==> config.mk <==
export PLATFORM = sky130hd
export DESIGN_NAME = instr_encoder
export DESIGN_NICKNAME = d
export VERILOG_FILES = /design/src/rtl/instr_encoder.sv
export SDC_FILE = /design/constraint.sdc
export NUM_CORES = 1
export LEC_CHECK = 0
export BUFFER_PORTS_ARGS = -buffer_cell sky130_fd_sc_hd__clkbuf_2
export CAP_MARGIN = 10
export CORE_MARGIN = 10
export CORE_UTILIZATION = 45
export DETAILED_ROUTE_END_ITERATION = 7
export GPL_TIMING_DRIVEN = 0
export SYNTH_ARGS = -nofsm -noshare
export SYNTH_HDL_FRONTEND = slang
export SYNTH_SLANG_ARGS = --single-unit
==> constraint.sdc <==
create_clock -name clk -period 9.8 [get_ports clk]
set_clock_uncertainty 0.2 [all_clocks]
set_input_delay 1.96 -clock clk [delete_from_list [all_inputs] [get_ports clk]]
set_output_delay 1.96 -clock clk [all_outputs]
set_load 0.05 [all_outputs]
==> src/rtl/instr_encoder.sv <==
// instr_encoder: packs RV32 field bundles into 32-bit instruction words, tags each word
// with a byte address and queues it in a small FIFO for the IMEM loader.
// Optional build macro: ENC_STRICT_EN adds funct-field legality checks on top of the
// opcode check.
module instr_encoder #(
  parameter int unsigned DEPTH  = 4,
  parameter int unsigned ADDR_W = 12
) (
  input  logic                       clk,
  input  logic                       rst,
  input  logic                       in_valid,
  output logic                       in_ready,
  input  logic [6:0]                 op,
  input  logic [2:0]                 funct3,
  input  logic [6:0]                 funct7,
  input  logic [4:0]                 rs1,
  input  logic [4:0]                 rs2,
  input  logic [4:0]                 rd,
  input  logic [11:0]                imm12,
  input  logic [19:0]                immhi,
  input  logic                       addr_load,
  input  logic [ADDR_W-1:0]          addr_base,
  output logic                       out_valid,
  input  logic                       out_ready,
  output logic [31:0]                out_instr,
  output logic [ADDR_W-1:0]          out_addr,
  output logic                       err_illegal,
  output logic [7:0]                 illegal_cnt,
  output logic [$clog2(DEPTH):0]     fifo_count
);

  localparam int unsigned PtrW = $clog2(DEPTH);
  localparam int unsigned CntW = PtrW + 1;

  logic              s1_valid_q;
  logic [6:0]        s1_op_q;
  logic [2:0]        s1_funct3_q;
  logic [6:0]        s1_funct7_q;
  logic [4:0]        s1_rs1_q;
  logic [4:0]        s1_rs2_q;
  logic [4:0]        s1_rd_q;
  logic [11:0]       s1_imm12_q;
  logic [19:0]       s1_immhi_q;

  logic [31:0]       enc_word;
  logic              s1_illegal;
  logic              fifo_full;
  logic              adv;
  logic              push;
  logic              pop;

  logic [31:0]       mem_instr [DEPTH];
  logic [ADDR_W-1:0] mem_addr  [DEPTH];
  logic [PtrW-1:0]   wr_ptr_q;
  logic [PtrW-1:0]   rd_ptr_q;
  logic [CntW-1:0]   count_q;

  logic [ADDR_W-1:0] ptr_q;
  logic [ADDR_W-1:0] base_aligned;
  logic [ADDR_W-1:0] wr_tag;

  logic              err_q;
  logic [7:0]        ill_cnt_q;

  // Handshake: an illegal bundle always drains; a legal one needs FIFO room (no pop bypass).
  always_comb begin
    fifo_full = (count_q == CntW'(DEPTH));
    adv       = s1_valid_q && (s1_illegal || !fifo_full);
    push      = adv && !s1_illegal;
    pop       = (count_q != '0) && out_ready;
    in_ready  = !s1_valid_q || adv;
  end

  // S1 register: captures the bundle on acceptance.
  always_ff @(posedge clk) begin
    if (rst) begin
      s1_valid_q <= 1'b0;
    end else if (in_ready) begin
      s1_valid_q <= in_valid;
      if (in_valid) begin
        s1_op_q     <= op;
        s1_funct3_q <= funct3;
        s1_funct7_q <= funct7;
        s1_rs1_q    <= rs1;
        s1_rs2_q    <= rs2;
        s1_rd_q     <= rd;
        s1_imm12_q  <= imm12;
        s1_immhi_q  <= immhi;
      end
    end
  end

  // Format encoder and legality check on the S1 bundle.
  always_comb begin
    enc_word   = '0;
    s1_illegal = 1'b0;
    case (s1_op_q)
      7'b0110011, 7'b1010011:
        enc_word = {s1_funct7_q, s1_rs2_q, s1_rs1_q, s1_funct3_q, s1_rd_q, s1_op_q};
      7'b0000011, 7'b0010011, 7'b1100111, 7'b0000111:
        enc_word = {s1_imm12_q, s1_rs1_q, s1_funct3_q, s1_rd_q, s1_op_q};
      7'b0100011, 7'b0100111:
        enc_word = {s1_imm12_q[11:5], s1_rs2_q, s1_rs1_q, s1_funct3_q, s1_imm12_q[4:0], s1_op_q};
      7'b1100011:
        // imm12 carries offset[12:1]
        enc_word = {s1_imm12_q[11], s1_imm12_q[9:4], s1_rs2_q, s1_rs1_q, s1_funct3_q,
                    s1_imm12_q[3:0], s1_imm12_q[10], s1_op_q};
      7'b0010111, 7'b0110111, 7'b1101111:
        enc_word = {s1_immhi_q, s1_rd_q, s1_op_q};
      default:
        s1_illegal = 1'b1;
    endcase
`ifdef ENC_STRICT_EN
    if (s1_op_q == 7'b0110011 && !(s1_funct7_q inside {7'b0000000, 7'b0100000, 7'b0000001})) begin
      s1_illegal = 1'b1;
    end
    if (s1_op_q == 7'b0010011 && s1_funct3_q == 3'b001 && s1_imm12_q[11:5] != 7'b0000000) begin
      s1_illegal = 1'b1;
    end
    if (s1_op_q == 7'b0010011 && s1_funct3_q == 3'b101 &&
        !(s1_imm12_q[11:5] inside {7'b0000000, 7'b0100000})) begin
      s1_illegal = 1'b1;
    end
    if (s1_op_q == 7'b1100111 && s1_funct3_q != 3'b000) begin
      s1_illegal = 1'b1;
    end
`endif
  end

  // Address tag for the word being written; a same-cycle load overrides the pointer.
  always_comb begin
    base_aligned = addr_base & ~ADDR_W'(3);
    wr_tag       = addr_load ? base_aligned : ptr_q;
  end

  // Address pointer: advances by one word per legal write, or reloads from the base.
  always_ff @(posedge clk) begin
    if (rst) begin
      ptr_q <= '0;
    end else if (push) begin
      ptr_q <= wr_tag + ADDR_W'(4);
    end else if (addr_load) begin
      ptr_q <= base_aligned;
    end
  end

  // FIFO storage; contents need no reset because outputs are gated by out_valid.
  always_ff @(posedge clk) begin
    if (push) begin
      mem_instr[wr_ptr_q] <= enc_word;
      mem_addr[wr_ptr_q]  <= wr_tag;
    end
  end

  // FIFO pointers and occupancy.
  always_ff @(posedge clk) begin
    if (rst) begin
      wr_ptr_q <= '0;
      rd_ptr_q <= '0;
      count_q  <= '0;
    end else begin
      if (push) wr_ptr_q <= wr_ptr_q + PtrW'(1);
      if (pop)  rd_ptr_q <= rd_ptr_q + PtrW'(1);
      case ({push, pop})
        2'b10:   count_q <= count_q + CntW'(1);
        2'b01:   count_q <= count_q - CntW'(1);
        default: count_q <= count_q;
      endcase
    end
  end

  // Illegal-bundle pulse and saturating drop counter.
  always_ff @(posedge clk) begin
    if (rst) begin
      err_q     <= 1'b0;
      ill_cnt_q <= '0;
    end else begin
      err_q <= adv && s1_illegal;
      if (adv && s1_illegal && ill_cnt_q != 8'hFF) begin
        ill_cnt_q <= ill_cnt_q + 8'd1;
      end
    end
  end

  // Output drive: head entry when non-empty, zero otherwise.
  always_comb begin
    out_valid   = (count_q != '0);
    out_instr   = out_valid ? mem_instr[rd_ptr_q] : '0;
    out_addr    = out_valid ? mem_addr[rd_ptr_q] : '0;
    fifo_count  = count_q;
    err_illegal = err_q;
    illegal_cnt = ill_cnt_q;
  end

endmodule

### Yosys cells after proc, flatten, opt, wreduce, memory -nomap -nowiden

Memories as Yosys holds them, arrays and structs flattened. A register that Yosys moved wholly into a read port is not among the register bits.
Index checks and enable logic that the tools add are counted.

| word-level totals | value |
|---|---|
| word-level logic and storage cells | 70 |
| memories | 2 |
| output and inout bits | 58 |
| bits in registers | 93 |
| RAM bits | 176 |

| cells by class | value |
|---|---|
| reductions and logical operators | 17 |
| equal/unequal tests | 16 |
| $add $sub $neg | 6 |
| bitwise operators | 1 |
| mux-type cells | 13 |

Memory list:

| memory | depth | width | rd ports | clocked after memory_dff | write ports | line | source |
|---|---|---|---|---|---|---|---|
| mem_instr | 4 | 32 | 1 | 1 | 1 | 52 | `logic [31:0] mem_instr [DEPTH];` |
| mem_addr | 4 | 12 | 1 | 1 | 1 | 53 | `logic [ADDR_W-1:0] mem_addr [DEPTH];` |

Operator list:

| kind | number |
|---|---|
| $pmux 32 s5 | 1 |
| $mux 12 | 3 |
| $mux 32 | 1 |
| $eq 7x6->1 const B | 4 |
| $eq 7x7->1 const B | 4 |
| $eq 7x5->1 const B | 2 |
| $add 12x3->12 const B | 1 |
| $reduce_or 12->1 | 1 |
| $add 8x1->8 const B | 1 |
| $mux 2 | 4 |
| $ne 8x8->1 const B | 1 |
| $eq 7x2->1 const B | 1 |
| $eq 7x3->1 const B | 1 |
| $pmux 3 s2 | 1 |
| $logic_and 1x1->1 | 5 |
| $add 2x1->2 const B | 2 |
| $reduce_or 2->1 | 2 |
| $reduce_or 4->1 | 1 |
| $add 3x1->3 const B | 1 |
| $eq 3x3->1 const B | 1 |
| $mux 1 | 3 |
| $reduce_and 3->1 | 1 |
| $reduce_bool 3->1 | 1 |
| $reduce_or 3->1 | 1 |
| 7 further kinds | 9 |

### Depth between registers and ports, before layout

Gate-level depths: netlist (run 1).

| logic depth | value |
|---|---|
| depth in word-level cells | 8 |
| depth in mapped cells | 10 |
| gate-level depth less buffers | 9 |

### Least setup slack after synthesis (run 1)

No wires, ideal clock.

| timing | value |
|---|---|
| path type | input -> register |
| from | input port rst |
| to | register s1_funct3_q[0] (enable) |
| data arrival time | 6.861 ns |
| data required time | 9.020 ns |
| setup slack | 2.159 ns |
| cell stages on the path | 2 |
| path buffers | 1 |
| cells stage by stage | clkbuf_1 -> nor3b_1 |

| on the way | value |
|---|---|
| cells in the longest elaborated chain, start to end | 2 |

Ends and longest elaborated chain:

| what | line | source |
|---|---|---|
| start, declared | 10 | `input logic rst,` |
| $not 1->1 (no line) | - |  |
| $reduce_and 3->1 (no line) | - |  |
| end signal, assigned | 82 | `s1_funct3_q <= funct3;` |
| end, declared | 37 | `logic [2:0] s1_funct3_q;` |

Every way passes these cells.
A chain may end at the register's enable or synchronous reset.

### Worst setup path in the final report (run 1)

| timing | value |
|---|---|
| from | register s1_op_q[2] |
| to | output port in_ready |

| on the way | value |
|---|---|
| cells in the longest elaborated chain, start to end | 6 |

Ends and longest elaborated chain:

| what | line | source |
|---|---|---|
| start, declared | 36 | `logic [6:0] s1_op_q;` |
| start signal, assigned | 81 | `s1_op_q <= op;` |
| $eq 7x5->1, or another cell as far along | 97 | `case (s1_op_q)` |
| $reduce_or 12->1 (no line) * | - |  |
| $mux 1 * | 97 |  |
| $logic_or 1x1->1 * | 68 | `adv = s1_valid_q && (s1_illegal \|\| !fifo_full);` |
| $logic_and 1x1->1 * | 68 |  |
| $logic_or 1x1->1 * | 71 | `in_ready = !s1_valid_q \|\| adv;` |
| end, declared | 12 | `output logic in_ready,` |

Mark *: on every way between the ends. The rest lies on a longest branch, timed or not.

==> results of run 1 <==
final cells by class:
type                    instances  share of cell area [%]
flip-flops and latches        271                   60.39
multi-input cells             319                   22.05
repair buffers                144                   6.265
clock buffers                  33                   5.715
well taps                     319                   3.079
plain buffers                  32                   1.014
clock inverters                16                  0.9943
inverters                      17                  0.4923
sequential cells by signal, summed over array words and instances, names as in the netlist, 7 cells and up, named ones only:
name         cells
ptr_q           12
s1_imm12_q      12
s1_immhi_q      20
mem_addr        48
illegal_cnt      8
mem_instr      128
s1_op_q          7
s1_funct7_q      7
cell families (layout without fill, tap and decap cells):
logic type | after synthesis | after routing
AO/OA/AOI/OAI | 84 | 84
XOR/XNOR | 13 | 13
adder cells (fa/ha/maj) | 9 | 9
buffers and inverters | 49 | 242
flip-flops | 271 | 271
multiplexers | 59 | 59
AND/OR/NAND/NOR | 154 | 154
placed cells by master (no fill, tap or decap), drive strengths merged, types with 5 or more instances in the layout:
cell | synthesis | layout
a22o | 14 | 14
and3 | 8 | 8
ha | 7 | 7
mux2 | 11 | 11
clkbuf | 18 | 186
nand2 | 13 | 13
a211oi | 5 | 5
nor2 | 36 | 36
xor2 | 6 | 6
clkinv | 1 | 13
edfxtp | 240 | 240
a21o | 5 | 5
or3 | 5 | 5
a222oi | 5 | 5
nand4 | 8 | 8
a21oi | 21 | 21
mux4 | 44 | 44
a22oi | 11 | 11
nor2b | 10 | 10
o21ai | 11 | 11
buf | 14 | 23
dfxtp | 31 | 31
and2 | 48 | 48
nand3 | 8 | 8
inv | 16 | 17
xnor2 | 7 | 7
worst max-delay path: stages, from the launching register on:
cell and delay (ns):
edfxtp_1 0.39, clkbuf_1 0.35, nand4b_1 0.29, a32oi_4 0.48, nand2_1 0.30, inv_1 0.20, nand3_1 0.14, clkbuf_2 0.28
worst paths after layout:
path            endpoint
max reg2reg   s1_rd_q[4]
min          err_illegal
min reg2reg  err_illegal
max             in_ready
stage by stage:
step,area [um2],cells
4_1_cts,12960,1151
3_5_place_dp,12090,1102
2_1_floorplan,10870,639
6_report,12960,1151
3_3_place_gp,11950,1093
5_1_grt,12960,1151
metal layers:
metal / vias to the layer above / track usage (%)
met4: 0 / 3.780
met1: 3081 / 20.16
met2: 200 / 25.46
li1: 2855 / -
met5: - / 0
met3: 32 / 3.217
where the power goes:
part / total (mW) / switching (mW) / internal [mW] / leakage (nW)
clock: 0.995 / 0.407 / 0.588 / 0.425
combinational: 0.128 / 0.0819 / 0.0457 / 1.77
sequential: 1.28 / 0.00847 / 1.27 / 2.45
==> reports/metrics.cfg, run 1 <==
[timing]
period_minus_slack_ns = 5.117
max_slew_margin_pct = 27.07
fmax_mhz = 195.4
setup_viol = 0
fin_setup_tns_ns = 0
drv_slew = 0
setup_slack_ns = 4.683
rsz0062_at_grt = no
worst_slew_pin_slew_ns = 1.086
hold_ws_ns = 0.3055
period_share_pct = 52.21
final-hold-violation-count = 0

[power_and_ir_drop]
power.leakage_nw = 4.645
peakVddDrop_mv = 0.1361
cellPowerDensity_nw_per_um2 = 185.3
power_mw = 2.402

[clocking]
cts_tree = done
cts_made_buffers = 28
cts.sinks = 271
clk_latency_ns = 0.52
ctsHoldBuffers = 0
cts_max_level = 1
clock_path_buffers = 3
clk_pin_slew_ns = 0.06
root_buffer = clkbuf_16
cts_resized = 0
post_cts_buffers = 0

[synthesis]
synth_top_area_share_pct = 66.30
yosysWarnings = 0
synth_compound_area_share_pct = 5.605
synth-seq-cells = 271
muxShareOfSynthArea_pct = 10.62
synth_top_family_by_area = multiplexers
synth_area_um2 = 10870
synth-edff-count = 240
ys.flop_type = edfxtp_1
ys_seq_area_share_pct = 72.01
synth_most_common_cell = edfxtp_1
synth_area_leaders = edfxtp_1, mux4_2, dfxtp_1
synth.distinct_cells = 50
yosysTopAreaCell = edfxtp_1
synth_adder_area_share_pct = 1.082
synth.avg_cell_area_um2 = 17.01
postSynthCellCount = 639
synthTopCellsByCount = edfxtp_1, and2_1, mux4_2
yosys.area_share.simple_pct = 7.838
synth_nets = 728
synthXorXnorAreaFrac_pct = 1.047
async_reset_ff_share_pct = 0

[worst_setup_path]
reg2reg_slack_ns = 6.30
start_kind = flip-flop
crit_path_start = s1_op_q[2]
cp-end-kind = output port
cp.arrival_ns = 2.96
crit_required_ns = 7.64
rr_worst_depth = 11
crit-reg2reg-launch = s1_op_q[2]
criticalPathCategory = flip-flop to output port
path_max_fanout = 10

[detailed_routing]
highest_layer = met4
via_count = 6168
drt_iter0_drc = 379
drc = 0
drtAntennaViolNets = 0
drt-total-wl_um = 23830
met2_length_um = 11630
wl_met1_um = 10410
wl_met3_um = 1392
drt_first_pass_iters = 5
wl_per_cell_um = 20.70
vias_per_cell = 5.359

[grt]
grt_max_degree = 30
grt_pass1_vias = 6585
antenna_found_initial = 0
overflow = 0
grt_pass1_wl_um = 37200
track_usage_pct = 15.31

[final_layout]
diodes = 0
area_growth_pct = 19.23
nets = 902
seqCellArea_um2 = 7828
n_fill_cell = 1938
multi_input_area_um2 = 2858
utilization_pct = 54.89
drive_gt1_share_pct = 30.53

[hold_path]
hold_class = flip-flop to flip-flop
hold_path_depth = 2
hold_start = s1_valid_q

[placement]
io_buffers = 135
dp_hpwl_um = 16860
dp_slack_ns = 5.193
gp_congestion = 0.8162

[die]
die-area_um2 = 30770
dieHeight_um = 175.4
start_util_pct = 46.04
rows = 56
die_x_um = 175.4
coreArea_um2 = 23610
io_pins = 139

[run]
cap_violations = 0

[run_status]
status = finished clean

Power figures use the tool's default switching activity.
==> inputs of run 2 (changes only) <==
Clock period 9.8 ns to 4.9 ns, I/O delays scaled along.
==> run 2 against run 1 <==
Effect of this change:
- final cell count hardly changed
- non-clock buffer count is 2 lower
- die area is the same
- sequential share of layout area fell by 0.23 points
- cell area increased by 0.39%
- largest cell class unchanged
- highest routed layer unchanged
- first-iteration DRC count increased by 16%
- wire length increased by 2.0%
- global-route usage is 0.34 points higher
- critical path type unchanged
==> reports/metrics.cfg, run 2 (synthesis results as in run 1) <==
[final_layout]
layout_commonest_cell = edfxtp_1  ; unchanged
area_growth_pct = 19.69  ; was 19.23%
nets = 900  ; was 902
largest_reg_flops = 128  ; unchanged
instances_no_fill = 1152  ; was 1151
drive_gt1_share_pct = 30.97  ; was 30.53%
seqCellArea_um2 = 7828  ; unchanged
largest_register = mem_instr  ; unchanged
multi_input_area_um2 = 2864  ; was 2858 um2
layout_common_cells = edfxtp_1, clkbuf_2, and2_1  ; unchanged
fin_area_um2 = 13010  ; was 12960 um2
largestRegisters = mem_instr: 128 flops, mem_addr: 48 flops, s1_immhi_q: 20 flops  ; unchanged
diodes = 0  ; unchanged
n_fill_cell = 1931  ; was 1938

[die]
dieHeight_um = 175.4  ; unchanged
die_x_um = 175.4  ; unchanged
io_pins = 139  ; unchanged
coreArea_um2 = 23610  ; unchanged
rows = 56  ; unchanged
die-area_um2 = 30770  ; unchanged
start_util_pct = 46.04  ; unchanged

[timing]
period_share_pct = 84.36
fmax_mhz = 241.9
max_slew_margin_pct = 29.98  ; was 27.07%
setup_viol = 0  ; unchanged
rsz0062_at_grt = no  ; unchanged
worst_slew_pin_slew_ns = 1.042  ; was 1.086 ns
period_minus_slack_ns = 4.134
fin_setup_tns_ns = 0  ; unchanged
final-hold-violation-count = 0  ; unchanged
hold_ws_ns = 0.3066  ; was 0.3055 ns
drv_slew = 0  ; unchanged

[grt]
grt_pass1_wl_um = 37850  ; was 37200 um
grt_max_degree = 30  ; unchanged
overflow = 0  ; unchanged
track_usage_pct = 15.65  ; was 15.31%
grt_pass1_vias = 6606  ; was 6585
antenna_found_initial = 0  ; unchanged

[worst_setup_path]
path_max_fanout = 10  ; unchanged
start_kind = flip-flop  ; unchanged
criticalPathCategory = flip-flop to output port  ; unchanged
cp-end-kind = output port  ; unchanged
cp.arrival_ns = 2.95  ; was 2.96 ns
crit_required_ns = 3.72  ; was 7.64 ns

[detailed_routing]
drt_first_pass_iters = 4  ; was 5
drt_iter0_drc = 441  ; was 379
wl_per_cell_um = 21.10  ; was 20.70 um
via_count = 6188  ; was 6168
drtAntennaViolNets = 0  ; unchanged
drt-total-wl_um = 24310  ; was 23830 um
drc = 0  ; unchanged
vias_per_cell = 5.372  ; was 5.359

[placement]
io_buffers = 135  ; unchanged
dpl.cell_count = 1100  ; was 1102
dp_hpwl_um = 16920  ; was 16860 um
post_dp_cell_area_um2 = 12110  ; was 12090 um2
gp_congestion = 0.8254  ; was 0.8162

[run_status]
status = finished clean  ; unchanged

[clocking]
clock_path_buffers = 3  ; unchanged
cts_tree = done  ; unchanged
root_buffer = clkbuf_16  ; unchanged
cts_made_buffers = 28  ; unchanged
ctsHoldBuffers = 0  ; unchanged
clk_latency_ns = 0.53  ; was 0.52 ns
cts.sinks = 271  ; unchanged
cts_resized = 0  ; unchanged
post_cts_buffers = 0  ; unchanged
cts_max_level = 1  ; unchanged
clk_pin_slew_ns = 0.07  ; was 0.06 ns

[hold_path]
hold_class = flip-flop to flip-flop  ; unchanged

[power_and_ir_drop]
power_mw = 4.859  ; was 2.402 mW
peakVddDrop_mv = 0.3772  ; was 0.1361 mV
cellPowerDensity_nw_per_um2 = 373.4  ; was 185.3 nW/um2
power.leakage_nw = 4.668  ; was 4.645 nW

[run]
cap_violations = 0  ; unchanged

-- run 2: worst max-delay path: stages (launching register included) --
cell,delay [ns]
edfxtp_1,0.37
clkbuf_1,0.34
nand4b_1,0.27
a32oi_4,0.48
nand2_1,0.29
inv_1,0.20
nand3_1,0.17
clkbuf_2,0.30
-- run 2: path summary, 6_finish.rpt --
kind                    end  slack, ns  cells after the start        from
min             err_illegal       0.31                      2  s1_valid_q
min reg2reg     err_illegal       0.31                      2  s1_valid_q
max reg2reg  s1_funct7_q[4]       1.59                      9  s1_op_q[2]
max                in_ready       0.77                      7  s1_op_q[2]
-- run 2: routing by layer --
| metal | vias up | global-route usage, % | routed length, um |
|---|---|---|---|
| li1 | 2854 | - | - |
| met1 | 3113 | 20.28 | 10550 |
| met2 | 189 | 26.29 | 11920 |
| met3 | 32 | 3.560 | 1373 |
| met4 | 0 | 3.603 | 463 |
| met5 | - | 0 | 0 |
-- run 2: through the flow --
step | utilization (%) | setup slack, ns
finish | 55.10 | 0.7663
global route | 55.10 | 0.5420
CTS | 55.10 | 0.7179
detailed placement | 51.29 | 1.304
global placement | 50.61 | -0.8249
floorplan | - | 0.04268
-- run 2: cell type report --
cell class / instances / area share, %
Sequential cell: 271 / 60.16
Multi-Input combinational cell: 319 / 22.01
Timing Repair Buffer: 142 / 6.347
Clock buffer: 31 / 5.635
Inverter: 17 / 0.4904
Buffer: 32 / 1.010
Clock inverter: 21 / 1.279
Tap cell: 319 / 3.068
-- run 2: power by group --
part	leakage [nW]	internal (mW)	switching (mW)
Sequential	2.45	2.54	0.0164
Clock	0.446	1.19	0.855
Combinational	1.77	0.0934	0.166
==> inputs of run 3 (changes only) <==
Clock period 4.9 ns to 4.3 ns, I/O delays scaled along.
==> run 3 against run 2 <==
Effect of this change:
- worst hold slack got worse by 0.00060 ns
- cell area about the same
- flip-flop and latch count unchanged
- clock power increased by 18%
- power increased by 15%
- critical endpoint unchanged
- largest cell class unchanged
==> reports/metrics.cfg, run 3 (synthesis results as in run 1) <==
[die]
dieHeight_um = 175.4  ; unchanged
rows = 56  ; unchanged
coreArea_um2 = 23610  ; unchanged
io_pins = 139  ; unchanged
die_x_um = 175.4  ; unchanged
start_util_pct = 46.04  ; unchanged
die-area_um2 = 30770  ; unchanged

[final_layout]
area_growth_pct = 19.68  ; was 19.69%
diodes = 0  ; unchanged
nets = 900  ; unchanged
largest_register = mem_instr  ; unchanged
drive_gt1_share_pct = 30.37  ; was 30.97%
largest_reg_flops = 128  ; unchanged
largestRegisters = mem_instr: 128 flops, mem_addr: 48 flops, s1_immhi_q: 20 flops  ; unchanged
seqCellArea_um2 = 7828  ; unchanged
n_fill_cell = 1922  ; was 1931
fin_area_um2 = 13010  ; about the same
layout_common_cells = edfxtp_1, clkbuf_2, and2_1  ; unchanged
layout_commonest_cell = edfxtp_1  ; unchanged
multi_input_area_um2 = 2864  ; unchanged

[worst_setup_path]
criticalPathCategory = flip-flop to output port  ; unchanged
cp-end-kind = output port  ; unchanged
crit_required_ns = 3.24  ; was 3.72 ns
path_buf_inv = 3  ; unchanged
start_kind = flip-flop  ; unchanged
critPathMaxStageDelay_ns = 0.47  ; was 0.48 ns
critPathSlowestCell = a32oi_4  ; unchanged
crit_chain = clkbuf_1 -> nand4b_1 -> a32oi_4 -> nand2_1 -> inv_1 -> nand3_1 -> clkbuf_2  ; unchanged
cp.arrival_ns = 2.97  ; was 2.95 ns
crit_family = buffers and inverters  ; unchanged
reg2reg_slack_ns = 0.88  ; was 1.59 ns
path_max_fanout = 10  ; unchanged

[timing]
setup_viol = 0  ; unchanged
period_share_pct = 93.69
final-hold-violation-count = 0  ; unchanged
period_minus_slack_ns = 4.028
rsz0062_at_grt = no  ; unchanged
hold_ws_ns = 0.3060  ; was 0.3066 ns
max_slew_margin_pct = 30.37  ; was 29.98%
fmax_mhz = 248.2
worst_slew_pin_slew_ns = 1.036  ; was 1.042 ns
drv_slew = 0  ; unchanged

[grt]
antenna_found_initial = 0  ; unchanged
overflow = 0  ; unchanged
grt_max_degree = 26  ; was 30
track_usage_pct = 15.52  ; was 15.65%
grt_pass1_vias = 6608  ; was 6606
grt_pass1_wl_um = 37660  ; was 37850 um

[placement]
io_buffers = 135  ; unchanged
dp_hpwl_um = 16690  ; was 16920 um
post_dp_cell_area_um2 = 12090  ; was 12110 um2
gp_congestion = 0.8056  ; was 0.8254

[power_and_ir_drop]
peakVddDrop_mv = 0.3374  ; was 0.3772 mV
power_frac_comb_pct = 5.2  ; was 5.3%
p_sw_share_pct = 20.42  ; was 21.33%
clkPwrFrac_pct = 42.8  ; was 42.0%
power_switching_mw = 1.144  ; was 1.037 mW
power.leakage_nw = 4.667  ; was 4.668 nW
p_int_mw = 4.461  ; was 3.822 mW
cellPowerDensity_nw_per_um2 = 430.8  ; was 373.4 nW/um2
seq_power_share_pct = 52.0  ; was 52.6%

[clocking]
post_cts_buffers = 0  ; unchanged
clk_latency_ns = 0.53  ; about the same
cts_resized = 0  ; unchanged
ctsHoldBuffers = 0  ; unchanged
cts_tree = done  ; unchanged
clock_path_buffers = 3  ; unchanged
cts.sinks = 271  ; unchanged
clk_pin_slew_ns = 0.06  ; was 0.07 ns
cts_max_level = 1  ; unchanged
cts_made_buffers = 28  ; unchanged
root_buffer = clkbuf_16  ; unchanged

[detailed_routing]
drt_iter0_drc = 531  ; was 441
via_count = 6181  ; was 6188
vias_per_cell = 5.365  ; was 5.372
drt_first_pass_iters = 5  ; was 4
drt-total-wl_um = 24200  ; was 24310 um
wl_per_cell_um = 21.00  ; was 21.10 um
drc = 0  ; unchanged
drtAntennaViolNets = 0  ; unchanged

[hold_path]
hold_class = input pin to flip-flop  ; was flip-flop to flip-flop

[run]
cap_violations = 0  ; unchanged

[run_status]
status = finished clean  ; unchanged

==> run 3: cell types whose count changed in the layout (fill, tap and decap cells not counted) <==
cell,previous run,this run
clkbuf_1,20,23
clkinvlp_4,1,0
inv_8,1,0
clkinv_1,8,10
clkinv_2,7,5
clkinv_4,1,0
bufinv_16,2,4
buf_8,1,3
buf_16,2,0
inv_6,2,0
==> run 3: worst register-to-register path, stage by stage (launching register included) <==
cell and delay (ns):
edfxtp_1 0.38, clkbuf_1 0.35, nand4b_1 0.28, a32oi_4 0.48, nand2_1 0.30, inv_1 0.21, nand3_1 0.16, nor3b_4 0.22
buf_8 0.20, buf_8 0.19, buf_8 0.19
==> run 3: final cells by class <==
cell class,count,share of cell area [%]
buffer,32,1.010
multi-input combinational,319,22.01
sequential,271,60.17
timing repair buffer,142,6.155
clock inverter,18,1.375
clock buffer,34,5.722
tap,319,3.068
inverter,17,0.4905
==> run 3: per-stage QoR <==
stage	worst slack [ns]	instances	power (mW)	util (%)	setup TNS [ns]
finish	0.2715	1152	5.605	55.10	0
global route	0.04815	1152	5.799	55.10	0
CTS	0.2326	1152	5.656	55.10	0
detailed placement	0.7888	1100	3.265	51.19	0
global placement	-0.2061	1093	3.250	50.64	-35.99
floorplan	0.3215	639	3.152	-	0
==> run 3: final timing paths <==
| check | start | cells past startpoint | end |
|---|---|---|---|
| min | immhi[12] | 1 | s1_immhi_q[12] |
| max | s1_op_q[2] | 7 | in_ready |
| max reg2reg | s1_op_q[2] | 10 | s1_rd_q[4] |
| min reg2reg | s1_valid_q | 2 | err_illegal |
==> run 3: layer usage <==
layer  wire (um)  track usage, %
met5           0               0
met1       10630           20.39
met3        1444           3.217
met2       11790           26.08
met4         328           3.356
==> run 3: power by group through the flow <==
stage | logic (mW) | clock network (mW) | registers, mW
after floorplan | 0.179 | 0 | 2.97
after global placement | 0.278 | 0 | 2.97
after detailed placement | 0.294 | 0 | 2.97
after CTS | 0.295 | 2.45 | 2.92
after global routing | 0.317 | 2.56 | 2.92
final | 0.291 | 2.40 | 2.92
